### src/rtl/mips_pkg.sv
// ============================================================================
//  Package   : mips_pkg
//  Purpose   : Shared register-file defaults, register address type, r0 index.
//  Revision  : 1.0  initial release
// ============================================================================
`default_nettype none

package mips_pkg;

    localparam int DATA_W_DEF = 32;
    localparam int DEPTH_DEF  = 32;
    localparam int AW_DEF     = $clog2(DEPTH_DEF);

    typedef logic [AW_DEF-1:0] reg_addr_t;

    localparam reg_addr_t REG_ZERO = '0;

endpackage

`default_nettype wire

### src/rtl/regfile_scoreboard.sv
// ============================================================================
//  Module    : regfile_scoreboard
//  Purpose   : Per-register pending flags and a registered count of them.
//  Revision  : 1.0  initial release
// ============================================================================
`default_nettype none

module regfile_scoreboard
    import mips_pkg::*;
#(
    parameter int DEPTH = DEPTH_DEF,
    parameter int AW    = $clog2(DEPTH)
) (
    input  logic             clk,
    input  logic             rst,
    input  logic             wr_en,
    input  logic [AW-1:0]    wr_addr,
    input  logic             resv_en,
    input  logic [AW-1:0]    resv_addr,
    output logic [DEPTH-1:0] busy,
    output logic [AW:0]      busy_cnt
);

    logic [DEPTH-1:0] r_busy;
    logic [AW:0]      r_cnt;
    logic [DEPTH-1:0] w_busy_nxt;
    logic [AW:0]      w_cnt_nxt;

    // Release is applied before reserve so a same-cycle new producer wins.
    always_comb begin
        w_busy_nxt = r_busy;
        if (wr_en && (wr_addr != AW'(REG_ZERO))) begin
            w_busy_nxt[wr_addr] = 1'b0;
        end
        if (resv_en && (resv_addr != AW'(REG_ZERO))) begin
            w_busy_nxt[resv_addr] = 1'b1;
        end
    end

    always_comb begin
        w_cnt_nxt = '0;
        for (int i = 0; i < DEPTH; i++) begin
            w_cnt_nxt = w_cnt_nxt + (AW+1)'(w_busy_nxt[i]);
        end
    end

    always_ff @(posedge clk or posedge rst) begin
        if (rst) begin
            r_busy <= '0;
            r_cnt  <= '0;
        end else begin
            r_busy <= w_busy_nxt;
            r_cnt  <= w_cnt_nxt;
        end
    end

    assign busy     = r_busy;
    assign busy_cnt = r_cnt;

endmodule

`default_nettype wire

### src/rtl/mips_regfile.sv
// ============================================================================
//  Module    : mips_regfile
//  Purpose   : Multi-read-port register file, r0 hardwired to zero, with a
//              pending scoreboard. Define REGFILE_BYPASS_EN for write-through.
//  Revision  : 1.0  initial release
// ============================================================================
`default_nettype none

module mips_regfile
    import mips_pkg::*;
#(
    parameter int DATA_W   = DATA_W_DEF,
    parameter int DEPTH    = DEPTH_DEF,
    parameter int NUM_RD   = 2,
    localparam int AW      = $clog2(DEPTH)
) (
    input  logic                     clk,
    input  logic                     rst,
    input  logic [NUM_RD*AW-1:0]     rd_addr,
    output logic [NUM_RD*DATA_W-1:0] rd_data,
    output logic [NUM_RD-1:0]        rd_busy,
    input  logic                     wr_en,
    input  logic [AW-1:0]            wr_addr,
    input  logic [DATA_W-1:0]        wr_data,
    input  logic                     resv_en,
    input  logic [AW-1:0]            resv_addr,
    output logic [AW:0]              busy_cnt
);

    logic [DATA_W-1:0] r_mem [DEPTH];
    logic [DEPTH-1:0]  w_busy;
    logic              w_wr_hit;

    assign w_wr_hit = wr_en && (wr_addr != AW'(REG_ZERO));

    always_ff @(posedge clk or posedge rst) begin
        if (rst) begin
            for (int i = 0; i < DEPTH; i++) begin
                r_mem[i] <= '0;
            end
        end else if (w_wr_hit) begin
            r_mem[wr_addr] <= wr_data;
        end
    end

    regfile_scoreboard #(
        .DEPTH (DEPTH),
        .AW    (AW)
    ) u_scoreboard (
        .clk       (clk),
        .rst       (rst),
        .wr_en     (wr_en),
        .wr_addr   (wr_addr),
        .resv_en   (resv_en),
        .resv_addr (resv_addr),
        .busy      (w_busy),
        .busy_cnt  (busy_cnt)
    );

    for (genvar g = 0; g < NUM_RD; g++) begin : g_rd
        logic [AW-1:0]     w_addr;
        logic [DATA_W-1:0] w_stored;

        assign w_addr   = rd_addr[g*AW +: AW];
        assign w_stored = (w_addr == AW'(REG_ZERO)) ? '0 : r_mem[w_addr];

`ifdef REGFILE_BYPASS_EN
        logic w_fwd;
        assign w_fwd = w_wr_hit && (wr_addr == w_addr);
        // A forwarded value is still pending if a new producer claims it now.
        assign rd_data[g*DATA_W +: DATA_W] = w_fwd ? wr_data : w_stored;
        assign rd_busy[g] = w_fwd ? (resv_en && (resv_addr == wr_addr))
                                  : w_busy[w_addr];
`else
        assign rd_data[g*DATA_W +: DATA_W] = w_stored;
        assign rd_busy[g]                  = w_busy[w_addr];
`endif
    end

endmodule

`default_nettype wire

### config.mk
export PLATFORM = sky130hd
export DESIGN_NAME = mips_regfile
export DESIGN_NICKNAME = d
export VERILOG_FILES = /design/src/rtl/mips_pkg.sv /design/src/rtl/regfile_scoreboard.sv /design/src/rtl/mips_regfile.sv
export SDC_FILE = /design/constraint.sdc
export NUM_CORES = 2
export LEC_CHECK = 0
export CAP_MARGIN = 20
export CORE_MARGIN = 1
export CORE_UTILIZATION = 60
export DETAILED_ROUTE_END_ITERATION = 7
export PLACE_DENSITY = 0.85
export SYNTH_ARGS = -nofsm -noshare
export SYNTH_HDL_FRONTEND = slang
export SYNTH_SLANG_ARGS = --single-unit
### constraint.sdc
create_clock -name clk -period 40.7 [get_ports clk]
set_input_delay 8.14 -clock clk [delete_from_list [all_inputs] [get_ports clk]]
set_output_delay 8.14 -clock clk [all_outputs]
set_load 0.1 [all_outputs]
==> reports/metrics.csv <==
metric,value,unit
fin crit share,0.5256,
Tot Pwr,0.003480,W
Tightest Pin Transition,1206,ps
final setup violation count,0,
Main synth FF type,dfrtp_1,
CP Launch Point,rd_addr[7],
post-route setup slack,19310,ps
Worst-Skew Late Latency,700,ps
synthesized area per cell,14.26,µm²
post-route insts no fill,5221,
"count leader, synth",dfrtp_1,
"Seq/Total Area, Yosys",0.4638,
first-pass GRT wire length,261500,µm
fin util,0.6694,
"CP delay by family, top",buffers and inverters,
CP Capture Type,output pin,
routed vias/inst,7.506,
Critical Path Max Stage Delay,1280,ps
Initial Util,0.6102,
vias,39190,
gpl congestion,0.8479,
CTS tree,yes,
Levels on crit path,8,
Synth area leaders,"dfrtp_1 46%, mux2_2 21%, mux4_2 15%",
RSZ-0062 raised after global routing,false,
pin count of the biggest net entering global routing,177,
Critical Path AT,13250,ps
Post-Place Cells,5011,
postcts setup bufs,0,
Top Layer Used,met5,
synthesized area,57290,µm²
pwr/cell area,55.37,nW/µm²
Synth Instances,4019,
row count,112,
Routed Antenna Nets,0,
crit path capture,rd_data[40],
"Max stage delay cell, worst path",clkdlybuf4s50_1,
Yosys reg bits,1062,
class of the worst hold path,reg -> reg,
clock sinks,1062,
PostCTS Resize Cnt,0,
CP Max Fanout,128,
# DRC,0,
Hold Crit Start,r_mem[1006],
final worst path period need,21390,ps
cell taking the most area after synthesis,dfrtp_1,
Pre-Repair DR Iteration Count,5,
critical path buffer and inverter count,4,
die height,311.0,µm
"wirelength, routed",176900,µm
share of cells above drive strength 1,0.4421,
# fillers,6353,
CP Class,in -> out,
root buf cell,clkbuf_16,
Slew HR,0.1962,
Max-cap violations,0,
Slew Limit Fails,0,
"Reg clk slew, reported paths",60,ps
CP Data Required Time,32560,ps
Ports,128,
syn_nets,4107,
skew final,8.881,ps
startpoint types,input pin,
status,"finished, final reports clean",
Layout area overhead,9.692,%
"worst slack, placed",19490,ps
Yosys top cell area share,0.4638,
Inserted Clock Buffers,109,
met2 routed wirelength,80130,µm
GR Util All Layers,0.3646,
r2r setup slk,35480,ps
Max VDD drop,0.00009127,V
Leak,27.82,nW
Final nets,3965,
PortBufs,127,
RR Startpoint,u_scoreboard.busy[1],
met1 wire length,64640,µm
met3 WL post-DR,21980,µm
total core area,93890,µm²
total congestion overflow,0,
antenna violations before repair,6,
worst flop-to-flop path endpoint,u_scoreboard.busy_cnt[4],
H-tree Lvls,3,
hold buffer count at cts,0,
Iter 0 DRT Violations,5449,
Die ar.,96730,µm²
critical path cell sequence,buf_8 > buf_12 > buf_4 > mux2i_1 > a221oi_1 > o21ai_0 > a311oi_1 > clkdlybuf4s50_1,
"Async S/R FF share, synth",1.000,
Setup TNS,0,ps
Hold Fails Final Rpt,0,
commonest cells in the netlist,"1062 x dfrtp_1, 1059 x mux2_2, 369 x mux4_2",
fmax,46.75,MHz
WL/cell,33.89,µm
vias in the first global route,39650,
Worst Reg-to-Reg Cells,18,
Unique masters post-synth,47,
number of synthesized flops with an enable pin,0,
die width,311.0,µm
dpl hpwl,90060,µm
CTS max path bufs,3,
Yosys warning total,0,
-- cell families after synthesis --
family | count (synthesis) | share of synthesized area
AND/OR/NAND/NOR | 241 | 0.02179
buffers and inverters | 503 | 0.03817
flip-flops | 1062 | 0.4638
AO/OA/AOI/OAI | 428 | 0.05615
XOR/XNOR | 2 | 0.0003058
adder cells (fa/ha/maj) | 32 | 0.01013
multiplexers | 1751 | 0.4096
-- where the power goes --
group	switching, W	internal, W
sequential	0.000162	0.00127
combinational	0.000516	0.000502
clock	0.000436	0.000597
total	0.00111	0.00237
-- stage by stage --
| step | hold WS (ps) | cell area (µm²) |
|---|---|---|
| after floorplan | 441.3 | 57300 |
| after global placement | 376.8 | 58920 |
| after detailed placement | 383.3 | 58920 |
| after CTS | 399.3 | 62620 |
| after global routing | 410.5 | 62850 |
| final | 401.5 | 62850 |
-- how the worst min path moves through the flow --
| stage | end | slack, ps | cells after the start |
|---|---|---|---|
| after floorplan | r_mem[1000] | 440 | 1 |
| after global placement | r_mem[999] | 380 | 0 |
| after detailed placement | r_mem[1018] | 380 | 0 |
| after CTS | r_mem[1018] | 400 | 0 |
| after global routing | r_mem[995] | 410 | 0 |
| final | r_mem[1006] | 400 | 0 |
-- cell type report --
cell class / instances / area, µm² / share of cell area
Antenna cell: 2 / 5.005 / 0.00007963
Clock buffer: 159 / 3247 / 0.05166
Clock inverter: 40 / 456.7 / 0.007267
Inverter: 42 / 166.4 / 0.002648
Multi-Input combinational cell: 2454 / 28710 / 0.4569
Sequential cell: 1062 / 26580 / 0.4229
Tap cell: 1254 / 1569 / 0.02497
Timing Repair Buffer: 208 / 2115 / 0.03365
-- layer usage --
metal / track usage / up-vias
li1: - / 15170
met1: 0.4838 / 20510
met2: 0.5460 / 2830
met3: 0.1062 / 673
met4: 0.1939 / 8
met5: 0 / -
-- state kept, by name, summed over array words and instances, names as in the netlist --
register	count
u_scoreboard.busy	32
u_scoreboard.busy_cnt	6
r_mem	1024
-- cell usage in the layout (no fill, tap or decap), types with 8 or more instances in the layout --
cell type           n
o2111ai_1           9
nand2_1            92
buf_4              67
clkbuf_8           31
a22oi_1            80
nand2_2            18
mux2i_1           323
a22o_1             28
mux2_2           1059
mux4_2            369
nand2_4             8
nand4_1            32
fa_1               24
clkbuf_16         111
a311oi_1           32
o221ai_1           65
clkbuf_1           18
a211oi_1           64
a221oi_1           55
dfrtp_1          1062
clkdlybuf4s50_1   117
inv_1              39
o21ai_0            58
nor2b_1            34
ha_1                8
a21oi_1            35
nor2_1              8
clkinv_2           23
-- worst register-to-register path, cell delays in order, from the launching register on --
cell and delay, ps:
dfrtp_1 400, a22o_1 230, ha_1 290, fa_1 510, inv_1 60, fa_1 470
fa_1 480, fa_1 490, inv_1 50, fa_1 510, fa_1 420, inv_1 90
fa_1 190, inv_1 60, fa_1 460, nand2_1 90, nand2_1 50, a21oi_1 160
xnor2_1 130
No activity file was read; power rests on OpenSTA's default activity.
